==> src/rtl/path_sched_pkg.sv <==
// Shared types and constants for the path query scheduler: FSM states,
// station/cost widths and the cost reported on an aborted query.
package path_sched_pkg;

  localparam int NODE_W = 4;
  localparam int COST_W = 4;

  localparam logic [COST_W-1:0] COST_ABORT = 4'hF;

  typedef enum logic [1:0] {
    IDLE  = 2'd0,
    START = 2'd1,
    WAIT  = 2'd2,
    RESP  = 2'd3
  } state_e;

endpackage

==> src/rtl/path_query_scheduler_rr_arbiter.sv <==
// Combinational round-robin arbiter: grants the first requester at or after
// ptr, wrapping around, and reports the winner as one-hot plus index.
module rr_arbiter #(
  parameter int NUM_REQ = 4,
  parameter int ID_W    = $clog2(NUM_REQ)
) (
  input  logic [NUM_REQ-1:0] req,
  input  logic [ID_W-1:0]    ptr,
  output logic [NUM_REQ-1:0] grant,
  output logic [ID_W-1:0]    grant_idx,
  output logic               grant_any
);

  logic [ID_W-1:0] k;

  always_comb begin
    grant     = '0;
    grant_idx = '0;
    grant_any = 1'b0;
    k         = '0;
    for (int i = 0; i < NUM_REQ; i++) begin
      k = ID_W'((int'(ptr) + i) % NUM_REQ);
      if (!grant_any && req[k]) begin
        grant[k]  = 1'b1;
        grant_idx = k;
        grant_any = 1'b1;
      end
    end
  end

endmodule

==> src/rtl/path_query_scheduler.sv <==
// Shares one shortest-path cost engine between NUM_REQ clients: round-robin
// grant, single outstanding query, timeout abort, one-cycle response pulse.
module path_query_scheduler
  import path_sched_pkg::*;
#(
  parameter int NUM_REQ = 4,
  parameter int ID_W    = $clog2(NUM_REQ),
  parameter int TIMEOUT = 1023,
  parameter int CNT_W   = 10
) (
  input  logic                      clk,
  input  logic                      rst,
  input  logic [NUM_REQ-1:0]        req_valid,
  output logic [NUM_REQ-1:0]        req_ready,
  input  logic [NODE_W*NUM_REQ-1:0] req_src,
  input  logic [NODE_W*NUM_REQ-1:0] req_dst,
  output logic [NUM_REQ-1:0]        resp_valid,
  output logic [COST_W-1:0]         resp_cost,
  output logic                      resp_err,
  output logic                      eng_start,
  output logic [NODE_W-1:0]         eng_src,
  output logic [NODE_W-1:0]         eng_dst,
  input  logic                      eng_done,
  input  logic [COST_W-1:0]         eng_cost,
  output logic                      busy,
  output logic [ID_W-1:0]           grant_id
);

  // Abort fires on the last WAIT cycle so the error response lands exactly
  // TIMEOUT cycles after the start pulse.
  localparam logic [CNT_W-1:0] TMO_LAST = CNT_W'(TIMEOUT - 2);

  state_e              state_q, state_d;
  logic [ID_W-1:0]     gid_q, gid_d;
  logic [ID_W-1:0]     ptr_q, ptr_d;
  logic [NODE_W-1:0]   src_q, src_d;
  logic [NODE_W-1:0]   dst_q, dst_d;
  logic [COST_W-1:0]   cost_q, cost_d;
  logic                err_q, err_d;
  logic [CNT_W-1:0]    timer_q, timer_d;

  logic [NUM_REQ-1:0]  arb_gnt;
  logic [ID_W-1:0]     arb_idx;
  logic                arb_any;
  logic [NODE_W-1:0]   sel_src, sel_dst;
  logic [NUM_REQ-1:0]  gid_oh;

  rr_arbiter #(
    .NUM_REQ (NUM_REQ),
    .ID_W    (ID_W)
  ) u_arb (
    .req       (req_valid),
    .ptr       (ptr_q),
    .grant     (arb_gnt),
    .grant_idx (arb_idx),
    .grant_any (arb_any)
  );

  always_comb begin
    sel_src = '0;
    sel_dst = '0;
    for (int i = 0; i < NUM_REQ; i++) begin
      if (arb_gnt[i]) begin
        sel_src = req_src[i*NODE_W +: NODE_W];
        sel_dst = req_dst[i*NODE_W +: NODE_W];
      end
    end
  end

  always_comb begin
    state_d   = state_q;
    gid_d     = gid_q;
    ptr_d     = ptr_q;
    src_d     = src_q;
    dst_d     = dst_q;
    cost_d    = cost_q;
    err_d     = err_q;
    timer_d   = timer_q;
    req_ready = '0;
    case (state_q)
      IDLE: begin
        req_ready = arb_gnt;
        if (arb_any) begin
          gid_d  = arb_idx;
          src_d  = sel_src;
          dst_d  = sel_dst;
          cost_d = '0;
          err_d  = 1'b0;
          // A self query has cost 0 and never touches the engine.
          state_d = (sel_src == sel_dst) ? RESP : START;
        end
      end
      START: begin
        timer_d = '0;
        state_d = WAIT;
      end
      WAIT: begin
        timer_d = timer_q + 1'b1;
        if (eng_done) begin
          cost_d  = eng_cost;
          err_d   = 1'b0;
          state_d = RESP;
        end else if (timer_q == TMO_LAST) begin
          cost_d  = COST_ABORT;
          err_d   = 1'b1;
          state_d = RESP;
        end
      end
      RESP: begin
        ptr_d   = (gid_q == ID_W'(NUM_REQ - 1)) ? '0 : gid_q + 1'b1;
        state_d = IDLE;
      end
      default: state_d = IDLE;
    endcase
  end

  always_ff @(posedge clk or posedge rst) begin
    if (rst) begin
      state_q <= IDLE;
      gid_q   <= '0;
      ptr_q   <= '0;
      src_q   <= '0;
      dst_q   <= '0;
      cost_q  <= '0;
      err_q   <= 1'b0;
      timer_q <= '0;
    end else begin
      state_q <= state_d;
      gid_q   <= gid_d;
      ptr_q   <= ptr_d;
      src_q   <= src_d;
      dst_q   <= dst_d;
      cost_q  <= cost_d;
      err_q   <= err_d;
      timer_q <= timer_d;
    end
  end

  assign gid_oh     = {{(NUM_REQ-1){1'b0}}, 1'b1} << gid_q;
  assign busy       = (state_q != IDLE);
  assign eng_start  = (state_q == START);
  assign eng_src    = busy ? src_q : '0;
  assign eng_dst    = busy ? dst_q : '0;
  assign resp_valid = (state_q == RESP) ? gid_oh : '0;
  assign resp_cost  = (state_q == RESP) ? cost_q : '0;
  assign resp_err   = (state_q == RESP) && err_q;
  assign grant_id   = gid_q;

endmodule

==> config.mk <==
export PLATFORM = sky130hd
export DESIGN_NAME = path_query_scheduler
export DESIGN_NICKNAME = d
export VERILOG_FILES = /design/src/rtl/path_sched_pkg.sv /design/src/rtl/path_query_scheduler_rr_arbiter.sv /design/src/rtl/path_query_scheduler.sv
export SDC_FILE = /design/constraint.sdc
export NUM_CORES = 1
export LEC_CHECK = 0
export ABC_CLOCK_PERIOD_IN_PS = 3390
export CAP_MARGIN = 20
export CORE_ASPECT_RATIO = 1.4
export CORE_MARGIN = 2
export CORE_UTILIZATION = 45
export CTS_BUF_LIST = sky130_fd_sc_hd__clkbuf_8
export CTS_CLUSTER_DIAMETER = 40
export DETAILED_ROUTE_END_ITERATION = 8
export HOLD_SLACK_MARGIN = 0.12
export PLACE_DENSITY = 0.8
export SLEW_MARGIN = 5
export SYNTH_ARGS = -nofsm -noshare
export SYNTH_HDL_FRONTEND = slang
export SYNTH_SLANG_ARGS = --single-unit
==> constraint.sdc <==
create_clock -name clk -period 3.39 [get_ports clk]
set_input_delay 0.678 -clock clk [delete_from_list [all_inputs] [get_ports clk]]
set_output_delay 0.678 -clock clk [all_outputs]
set_load 0.01 [all_outputs]
# Yosys cells after proc, flatten, opt, wreduce, memory -nomap -nowiden
# Index checks and enable logic that the tools add are counted.
# word_totals
reg_bits	29
in_bits	43
out_inout_bits	25
wordCells	107
# classes
n_addsub	5
magnitude_cmp	8
eq_ne	8
shift	1
n_mux	56
n_bitwise	3
reduce_logical	18
# ops
cell	count
4-bit 2-to-1 mux	20
10-bit case mux with 2 select lines	1
2-bit 2-to-1 mux	9
1-bit 2-to-1 mux	15
2-bit by 3-bit less-than comparator with 1-bit output, second input constant	4
4-bit bitwise OR	3
10-bit by 1-bit adder with 10-bit output, second input constant	1
10-bit equality test, second input constant	1
1-bit binary-select mux with 2-bit select	4
1-bit demux with 2-bit select	4
2-bit by 1-bit greater-or-equal comparator with 1-bit output, second input constant	4
1-bit logical AND	8
2-bit case mux with 4 select lines	1
4-bit case mux with 2 select lines	1
2-bit equality test, second input constant	3
2-bit nonzero test	3
2-bit by 1-bit adder with 2-bit output, second input constant	2
2-bit adder, second input constant	2
4-bit equality test	1
2-bit AND reduction	2
1-bit by 2-bit left shift with 4-bit output, first input constant	1
1-bit zero test	3
3-bit != test, second input constant	1
3-bit AND reduction	1
other kinds (4)	4

# Depth between registers and ports, before layout
# Gate-level depths: netlist (run 1).
# depth
ltp_word	20
mapped_depth	16
depth_no_buf	11

# By module
# From an unflattened synthesis (run 1), not the netlist that was laid out.
# unflattened
cells_unflattened	254
area_unflattened_um2	2371.0
# by_module_without_submodules
mod	instances	cells_each	area_each_um2	seq_area_each_um2
path_query_scheduler	1	209	1951.9	725.7
rr_arbiter	1	45	419.2	0.0

# Worst setup path after synthesis (run 1)
# No wires, ideal clock.
# synth_path
path_kind	register to register
startpoint	register ptr_q[0]
endpoint	register state_q[1]
setup_time_ns	0.092
arrival_time_ns	3.175
slack_ns	0.123
path_stages_with_launch	15
path_buffers	3
period_less_slack_ns	3.267
path_cell_list	dfrtp_1 buf_6 buf_2 inv_1 ha_1 buf_2 and4b_1 o21ai_1 nand2_1 a221o_4 a211o_1 o221ai_1 xnor2_1 nand3_1 o31ai_2
# synth_via
elab_chain_len	20
elab_cells_between_ends	62
cone_classes	add/sub: 3; order compare: 8; eq/ne: 2; mux: 35; bitwise: 3; reduce/logical: 11
# synth_rtl
element	line_no	source
start, declared	path_query_scheduler.sv:35	logic [ID_W-1:0] ptr_q, ptr_d;
start signal, assigned	path_query_scheduler.sv:130	ptr_q <= ptr_d;
branches (longest 20 deep; another with 2-bit by 3-bit less-than comparator with 1-bit output)	n/a	
end signal, assigned	path_query_scheduler.sv:128	state_q <= state_d;
end, declared	path_query_scheduler.sv:33	state_e state_q, state_d;
# Several ways; the timed one is not identified. The select of a mux whose other input is x is not followed.
# A chain may end at the register's enable or synchronous reset.

# Worst setup path after layout (run 1)
# layout_path
startpoint	input port req_valid[0]
endpoint	output port req_ready[2]
# layout_via
elab_chain_len	13
elab_cells_between_ends	25
cone_classes	mux: 16; bitwise: 3; reduce/logical: 6
# layout_rtl
element	line_no	source
start, declared	path_query_scheduler.sv:13	input logic [NUM_REQ-1:0] req_valid,
1-bit binary-select mux with 2-bit select	path_query_scheduler_rr_arbiter.sv:23	if (!grant_any && req[k]) begin
1-bit 2-to-1 mux (implied by the code)	path_query_scheduler_rr_arbiter.sv:23	
1-bit 2-to-1 mux	path_query_scheduler_rr_arbiter.sv:23	
1-bit zero test	path_query_scheduler_rr_arbiter.sv:23	
1-bit logical AND	path_query_scheduler_rr_arbiter.sv:23	
1-bit 2-to-1 mux	path_query_scheduler_rr_arbiter.sv:23	
1-bit zero test	path_query_scheduler_rr_arbiter.sv:23	
1-bit logical AND	path_query_scheduler_rr_arbiter.sv:23	
1-bit 2-to-1 mux	path_query_scheduler_rr_arbiter.sv:23	
1-bit zero test	path_query_scheduler_rr_arbiter.sv:23	
1-bit logical AND	path_query_scheduler_rr_arbiter.sv:23	
4-bit 2-to-1 mux *	path_query_scheduler_rr_arbiter.sv:23	
4-bit 2-to-1 mux *	path_query_scheduler.sv:80	case (state_q)
end, declared	path_query_scheduler.sv:14	output logic [NUM_REQ-1:0] req_ready,
# Every way passes the cells marked *; elsewhere a longest branch is shown, timed or not. The select of a mux whose other input is x is not followed.

==> flow_summary.ini, run 1 <==
[outcome]
outcome = finished, final reports clean

[timing]
fmax_ghz = 0.296
rsz0062_at_grt = yes
fin_worst_hold_slack_ns = 0.478
skew_ns = 0.00774
tightest_slew_ns = 0.580
finalCriticalPeriod_ns = 3.38
drv_slew = 0
fin_crit_sh_pct = 99.6
tns_ns = 0
max-slew-margin-rel_pct = 61.3
setup_slack_ns = 0.0144
setup_viol = 0
final_hold_viol_count = 0

[yosys]
syn_nets = 348
yosys-top-cells-count = nand2_1, dfrtp_1, o21ai_0
syn_inst = 288
synth.largest_area_cell = dfrtp_1
synth-main-ff-cell = dfrtp_1
synth_most_common_cell = nand2_1
synth-compound-area-share_pct = 20.9
synthXorXnorAreaFrac_pct = 2.87
yosys.area_share.simple_pct = 27.7
synth_cell_type_count = 51
avgSynthCellArea_um2 = 8.48
synth_edf_count = 0
syn_area_um2 = 2440
ys_seq_area_share_pct = 29.7
synthMuxAreaShare_pct = 3.94
synth_top_family_by_area = simple AND/OR/NAND/NOR gates
ys_warn_count = 0
async_flop_share_pct = 100
ys_ff_latch = 29
yosys.area_share.adder_pct = 8.70
synth_top_area_share_pct = 29.7
synthTopCellsByArea = dfrtp_1, ha_1, nand2_1, o21ai_0, and2_1

[cells_and_area]
utilization_pct = 69.8
multi_input_area_um2 = 1650
ff_latch_area_um2 = 726
syn_to_final_growth_pct = 48.4
final_cells = 458
drive_gt1_share_pct = 21.2
diodes = 0
stdcell_area_um2 = 3630
fin_nets = 451
fillers = 436

[cts]
cts_buffer_depth = 2
numCtsBuffers = 5
cts_htree_levels = 2
cts_root_buf = clkbuf_8
clkTransAtPathRegs_ns = 0.06
clk_latency_ns = 0.28
cts_sinks = 29
cts_tree = done

[placed_design]
placed_cell_area_um2 = 3410
io_buffers = 67
pre_cts_ws_ns = -0.445
gp_congestion = 0.849
dpl.hpwl_um = 5190
dp_cells = 446

[worst_hold_path]
hold_path.class = flip-flop to flip-flop
min_from = cost_q[1]$_DFFE_PP0P_
holdPathEnd = cost_q[1]$_DFFE_PP0P_
hold_path_depth = 2

[global_routing]
grt_pass1_wl_um = 11200
antenna_found_initial = 0
grt_max_degree = 30
overflow = 0
globalRouteTotalUtil_pct = 23.3
grt_pass1_vias = 2560

[power_and_ir_drop]
p_per_area_nw_per_um2 = 939
p_sw_share_pct = 42.7
max-vdd-ir-drop_mv = 0.613
p_switching_mw = 1.45
power_frac_clock_pct = 10.5
comb_power_share_pct = 73.8
p_total_mw = 3.41
seq_power_share_pct = 15.7
p_leak_nw = 1.61
cellInternalPower_mw = 1.95

[worst_setup_path]
r2r_slack_ns = 0.22
crit-reg2reg-launch = ptr_q[1]$_DFFE_PP0P_
path_class = input pin to output pin
worstPathMaxFanout = 6
worstSetupEndpointType = output pin
arrival_ns = 2.70
cpMaxStageDelayCell = mux4_2
max_stage_delay_ns = 0.54
r2r_cells = 13
r2r-end = state_q[1]$_DFFE_PP0P_
start_kind = input pin
path_cells = clkdlybuf4s50_1 -> mux4_2 -> buf_4 -> and2_4 -> o21bai_1 -> nand4b_1 -> and2_1 -> dlygate4sd2_1
required_ns = 2.71

[drt]
final_antenna_net_count = 0
via_per_inst = 5.51
wl_um = 6880
firstDrtPassIters = 5
route.detailed.drc = 0
wl_per_cell_um = 15.0
routed-via-count = 2522
drtIter0Drc = 229

[floorplan]
pin_count = 68
die_x_um = 66.3
die_area_um2 = 6040
core_um2 = 5200
start_util_pct = 47.0
die_y_um = 91.2
row_count = 31

[run]
drv_cap = 0
power by group through the flow:
stage | logic (mW) | clock network [mW] | registers, mW
after floorplan | 1.41 | 0 | 0.536
after global placement | 2.25 | 0 | 0.533
after detailed placement | 2.32 | 0 | 0.540
after CTS | 2.39 | 0.365 | 0.533
after global routing | 2.74 | 0.389 | 0.549
final | 2.51 | 0.359 | 0.533
sequential cells by signal, indices dropped and copies added, names as in the netlist:
signal,count
cost_q,4
dst_q,4
err_q,1
grant_id,2
ptr_q,2
src_q,4
state_q,2
timer_q,10
kinds of logic after synthesis:
logic type / after synthesis
adder cells (fa/ha/maj): 17
multiplexers: 7
AND/OR/NAND/NOR: 122
flip-flops: 29
buffers and inverters: 31
AO/OA/AOI/OAI: 74
XOR/XNOR: 8
final cells by class:
class                           instances  area share [%]
Multi-Input combinational cell        228            45.4
Timing Repair Buffer                  112            27.5
Sequential cell                        29            20.0
Clock inverter                          2           0.931
Clock buffer                            6            2.28
Inverter                               15            1.55
Tap cell                               66            2.28
layout by cell type, fill, tap and decap left out, types with 3 or more instances in the layout:
cell type	n
buf_4	45
dlygate4sd2_1	5
o221ai_2	6
nor3b_2	4
clkbuf_8	6
inv_1	16
nand3_1	5
o21ai_1	9
nand2b_1	8
nor2_1	12
nor3_1	7
a211o_1	7
nand2_1	37
xor2_1	5
o21ai_0	22
mux2i_1	4
dfrtp_1	29
and3_1	3
ha_1	17
or3_1	4
a21oi_1	7
clkdlybuf4s50_1	60
o22ai_1	4
and2_1	13
nor2b_1	10
xnor2_1	3
nor3b_1	5
layer usage:
layer / GRT usage, % / wire, um / vias up / share of wire [%]
met5: 0 / 0 / - / 0
met1: 27.1 / 2630 / 1224 / 38
met2: 41.9 / 3840 / 61 / 56
met3: 3.35 / 241 / 17 / 3.5
li1: - / - / 1220 / -
met4: 8.67 / 162 / 0 / 2.4
how the worst max path moves through the flow:
| stage | startpoint | cells after the start | to |
|---|---|---|---|
| 3_3_place_gp | req_valid[3] | 7 | req_ready[0] |
| 6_report | req_valid[0] | 8 | req_ready[2] |
| 5_1_grt | req_valid[0] | 12 | state_q[1]$_DFFE_PP0P_ |
| 3_5_place_dp | req_valid[3] | 7 | req_ready[0] |
| 2_1_floorplan | ptr_q[0]$_DFFE_PP0P_ | 14 | state_q[1]$_DFFE_PP0P_ |
| 4_1_cts | req_valid[0] | 12 | state_q[1]$_DFFE_PP0P_ |
critical path, delay by kind of cell:
| family | cells | cell delay [ns] |
|---|---|---|
| buf+inv | 3 | 0.89 |
| mux | 1 | 0.54 |
| simple gates | 3 | 0.45 |
| compound gates | 1 | 0.14 |
what timing repair did:
item,4_1_cts,5_1_grt
endpoints found under the setup margin,5,4
hold buffers,0,0
pin swaps,1,2
gates resized for setup,14,14
setup buffers,3,2
(Power assumes the default switching activity.)
==> run 2, diff against run 1 <==
--- a/config.mk
+++ b/config.mk
@@ -14,7 +14,7 @@
 export CTS_CLUSTER_DIAMETER = 40
 export DETAILED_ROUTE_END_ITERATION = 8
 export HOLD_SLACK_MARGIN = 0.12
-export PLACE_DENSITY = 0.8
+export PLACE_DENSITY = 0.78
 export SLEW_MARGIN = 5
 export SYNTH_ARGS = -nofsm -noshare
 export SYNTH_HDL_FRONTEND = slang
==> run 2 against run 1 <==
Against the previous run: cell count is 0.66% higher; die area stayed put; first-iteration DRC count is 17% lower; power is 4.0% lower; clock power is 26% lower; critical path type unchanged; largest cell class unchanged; highest routed layer unchanged.
==> flow_summary.ini, run 2 (synthesis gave the netlist of run 1 again) <==
[drt]
firstDrtPassIters = 4
final_antenna_net_count = 0
drtIter0Drc = 190
routed-via-count = 2437
route.detailed.drc = 0
via_per_inst = 5.29
wl_per_cell_um = 14.5
wl_um = 6700

[floorplan]
core_um2 = 5200
row_count = 31
start_util_pct = 47.0
pin_count = 68
die_y_um = 91.2
die_area_um2 = 6040
die_x_um = 66.3

[timing]
fmax_ghz = 0.300
setup_viol = 0
drv_slew = 0
final_hold_viol_count = 0
finalCriticalPeriod_ns = 3.33
fin_crit_sh_pct = 98.4
tightest_slew_ns = 0.575
max-slew-margin-rel_pct = 61.4
skew_ns = 0.00661

[worst_setup_path]
r2r-end = state_q[1]$_DFFE_PP0P_
path_class = input pin to output pin
arrival_ns = 2.66
required_ns = 2.71
worstPathMaxFanout = 8
r2r_cells = 12
r2r_slack_ns = 0.18
start_kind = input pin
crit-reg2reg-launch = ptr_q[1]$_DFFE_PP0P_
worstSetupEndpointType = output pin

[cells_and_area]
stdcell_area_um2 = 3610
top_register = timer_q
utilization_pct = 69.5
diodes = 0
layout_commonest_cell = clkdlybuf4s50_1
drive_gt1_share_pct = 19.5
syn_to_final_growth_pct = 47.8
largest_reg_flops = 10
layout_common_cells = clkdlybuf4s50_1, buf_4, nand2_1
fin_nets = 454

[cts]
clk_latency_ns = 0.28
numCtsBuffers = 5
cts_root_buf = clkbuf_8
cts_buffer_depth = 2
cts_sinks = 29
cts_tree = done
clkTransAtPathRegs_ns = 0.06
cts_htree_levels = 2

[global_routing]
grt_max_degree = 30
overflow = 0
grt_pass1_vias = 2471
antenna_found_initial = 0
globalRouteTotalUtil_pct = 22.8
grt_pass1_wl_um = 10900

[placed_design]
io_buffers = 67
dpl.hpwl_um = 4980
gp_congestion = 0.837
placed_cell_area_um2 = 3410

[worst_hold_path]
min_from = err_q$_DFFE_PP0P_
holdPathEnd = err_q$_DFFE_PP0P_
hold_path.class = flip-flop to flip-flop
hold_path_depth = 2

[power_and_ir_drop]
p_total_mw = 3.27
max-vdd-ir-drop_mv = 0.472
p_leak_nw = 1.62
p_per_area_nw_per_um2 = 906

[outcome]
outcome = finished, final reports clean

[run]
drv_cap = 0
-- run 2: cell type report --
cell class / instances / area, um2
clock inverters: 3 / 13.8
flip-flops and latches: 29 / 726
multi-input cells: 229 / 1640
repair buffers: 114 / 1020
fillers: 443 / 1590
clock buffers: 5 / 68.8
inverters: 15 / 56.3
well taps: 66 / 82.6
-- run 2: stage by stage --
stage | hold slack, ns | worst slack, ns | TNS (ns) | cells
after floorplan | 0.441 | 0.123 | 0 | 288
after global placement | 0.454 | -0.324 | -1.77 | 446
after detailed placement | 0.463 | -0.357 | -2.18 | 446
after CTS | 0.477 | -0.0464 | -0.0464 | 455
after global routing | 0.508 | -0.00653 | -0.00653 | 461
final | 0.474 | 0.0557 | 0 | 461
-- run 2: per-layer routing --
layer  vias up  track usage (%)  wire length [um]  share of wire (%)
met1      1126             27.3              2760                 41
met4         0             12.4               196                2.9
li1       1232                -                 -                  -
met3        20             3.97               224                3.3
met5         -                0                 0                  0
met2        59             37.7              3530                 53
-- run 2: how the worst max path moves through the flow --
stage / from / endpoint / slack (ns) / cells after the start
2_1_floorplan: ptr_q[0]$_DFFE_PP0P_ / state_q[1]$_DFFE_PP0P_ / 0.12 / 14
3_3_place_gp: req_valid[3] / req_ready[0] / -0.32 / 7
3_5_place_dp: req_valid[3] / req_ready[0] / -0.36 / 7
4_1_cts: req_valid[3] / req_ready[0] / -0.05 / 8
5_1_grt: req_valid[3] / state_q[1]$_DFFE_PP0P_ / -0.007 / 11
6_report: req_valid[3] / req_ready[3] / 0.06 / 9
-- run 2: what timing repair did --
action / CTS / global route
setup endpoints to repair: 5 / 2
gates resized for setup: 13 / 9
setup buffers: 0 / 6
hold buffers: 0 / 0
pin swaps: 2 / 1
cloned: 1 / 0
-- run 2: worst max-delay path: stages --
cell and delay, ns:
dlygate4sd2_1 0.31, mux4_2 0.55, buf_4 0.17, buf_4 0.12
nor3b_1 0.17, o21ai_1 0.10, and3_1 0.20, nor2_1 0.11
clkdlybuf4s15_1 0.25
-- run 2: power breakdown --
part	switching, mW	total [mW]	internal [mW]
combinational	1.22	2.47	1.26
sequential	0.0686	0.531	0.463
clock	0.127	0.266	0.139
==> run 3, diff against run 2 <==
--- a/config.mk
+++ b/config.mk
@@ -12,8 +12,10 @@
 export CORE_UTILIZATION = 45
 export CTS_BUF_LIST = sky130_fd_sc_hd__clkbuf_8
 export CTS_CLUSTER_DIAMETER = 40
+export CTS_CLUSTER_SIZE = 8
 export DETAILED_ROUTE_END_ITERATION = 8
 export HOLD_SLACK_MARGIN = 0.12
+export MAX_ROUTING_LAYER = met4
 export PLACE_DENSITY = 0.78
 export SLEW_MARGIN = 5
 export SYNTH_ARGS = -nofsm -noshare
==> run 3 against run 2 <==
Against the previous run: maximum frequency barely moved; count of clock-buffer cells in the layout unchanged; critical path depth stayed put; wire length decreased by 0.22%; sequential power barely moved; clock skew about the same; power about the same; utilization unchanged; largest cell class unchanged; first-iteration DRC count up 0.53%; non-clock buffer count did not move.
==> flow_summary.ini, run 3 (synthesis gave the netlist of run 1 again) <==
[drt]
drtIter0Drc = 191
wl_um = 6690
final_antenna_net_count = 0
route.detailed.drc = 0
via_per_inst = 5.28
wl_per_cell_um = 14.5
firstDrtPassIters = 4
routed-via-count = 2435

[cells_and_area]
stdcell_area_um2 = 3610
layout_commonest_cell = clkdlybuf4s50_1
fillers = 443
fin_nets = 454
layout_common_cells = clkdlybuf4s50_1, buf_4, nand2_1
largest_reg_flops = 10
drive_gt1_share_pct = 19.5
ff_latch_area_um2 = 726
top_register = timer_q
final_cells = 461
multi_input_area_um2 = 1640
diodes = 0
syn_to_final_growth_pct = 47.8

[worst_setup_path]
worstPathMaxFanout = 8
cpMaxStageDelayCell = mux4_2
crit_top_cell = buf_4
path_buf_inv = 4
required_ns = 2.71
r2r_cells = 12
arrival_ns = 2.66
critPathTopFamily = buffers and inverters
cp.depth = 9
path_class = input pin to output pin
start_kind = input pin
path_cells = dlygate4sd2_1 -> mux4_2 -> buf_4 -> buf_4 -> nor3b_1 -> o21ai_1 -> and3_1 -> nor2_1 -> clkdlybuf4s15_1
max_stage_delay_ns = 0.55
worstSetupEndpointType = output pin

[power_and_ir_drop]
p_leak_nw = 1.62
max-vdd-ir-drop_mv = 0.471
p_per_area_nw_per_um2 = 905

[global_routing]
antenna_found_initial = 0
grt_pass1_vias = 2472
grt_pass1_wl_um = 10900
globalRouteTotalUtil_pct = 23.4
grt_max_degree = 30
overflow = 0

[placed_design]
io_buffers = 67
pre_cts_ws_ns = -0.357
placed_cell_area_um2 = 3410
dpl.hpwl_um = 4980
dp_cells = 446
gp_congestion = 0.850

[timing]
setup_slack_ns = 0.0569
fin_worst_hold_slack_ns = 0.474
fmax_ghz = 0.300
setup_viol = 0
drv_slew = 0
finalCriticalPeriod_ns = 3.33
tightest_slew_ns = 0.568
fin_crit_sh_pct = 98.3
skew_ns = 0.00673
tns_ns = 0
max-slew-margin-rel_pct = 61.9
final_hold_viol_count = 0

[cts]
cts_sinks = 29
clk_latency_ns = 0.29
clkTransAtPathRegs_ns = 0.06
cts_root_buf = clkbuf_8
cts_tree = done
cts-hold-fix-buffers = 0
cts_htree_levels = 2
numCtsBuffers = 5
cts_buffer_depth = 2

[floorplan]
die_area_um2 = 6040
start_util_pct = 47.0
row_count = 31
pin_count = 68
die_y_um = 91.2
core_um2 = 5200
die_x_um = 66.3

[worst_hold_path]
hold_path_depth = 2
hold_path.class = flip-flop to flip-flop

[outcome]
outcome = finished, final reports clean

[run]
drv_cap = 0
[run 3: cell counts in the layout (fill, tap and decap cells not counted)]
Identical to the previous run, type by type.
[run 3: path summary, 6_finish.rpt]
path,from,end,slack [ns]
setup / recovery,req_valid[3],req_ready[3],0.06
hold / removal,err_q$_DFFE_PP0P_,err_q$_DFFE_PP0P_,0.47
setup reg to reg,ptr_q[1]$_DFFE_PP0P_,state_q[1]$_DFFE_PP0P_,0.20
hold reg to reg,err_q$_DFFE_PP0P_,err_q$_DFFE_PP0P_,0.47
max in group asynchronous,rst,cost_q[1]$_DFFE_PP0P_,2.36
min in group asynchronous,rst,dst_q[0]$_DFFE_PP0P_,0.75
[run 3: final cells by class]
cell class / count / share of cell area, %
Clock buffer: 5 / 1.91
Multi-Input combinational cell: 229 / 45.5
Tap cell: 66 / 2.29
Sequential cell: 29 / 20.1
Clock inverter: 3 / 0.381
Timing Repair Buffer: 114 / 28.2
Inverter: 15 / 1.56
[run 3: stage by stage]
step	total power, mW	util, %
after floorplan	1.94	-
after global placement	2.77	65.6
after detailed placement	2.83	65.6
after CTS	3.16	68.1
after global routing	3.54	69.5
final	3.27	69.5
[run 3: routing by layer]
| layer | GRT usage (%) | part of all wire, % | up-vias |
|---|---|---|---|
| met3 | 3.97 | 3.3 | 22 |
| met4 | 12.4 | 3.3 | 0 |
| met2 | 37.8 | 52 | 61 |
| li1 | - | - | 1232 |
| met1 | 27.4 | 41 | 1120 |
| met5 | - | 0 | - |
[run 3: power breakdown]
| part | switching, mW | internal, mW |
|---|---|---|
| clock | 0.129 | 0.139 |
| sequential | 0.0691 | 0.463 |
| combinational | 1.21 | 1.26 |
| total | 1.41 | 1.86 |
[run 3: worst register-to-register path, stage by stage (launching register included)]
cell	delay [ns]
dfrtp_1	0.38
inv_1	0.19
ha_4	0.27
and4b_1	0.22
o21ai_1	0.19
nand2_1	0.11
a221o_4	0.45
buf_4	0.19
a211o_1	0.29
o221ai_1	0.31
xnor2_1	0.17
nand3_1	0.11
o31ai_2	0.22
[run 3: repair_timing]
item | 4_1_cts | 5_1_grt
setup endpoints to repair | 5 | 2
gates resized for setup | 13 | 9
pin swaps | 2 | 1
cloned | 1 | 0
setup buffers | 0 | 6
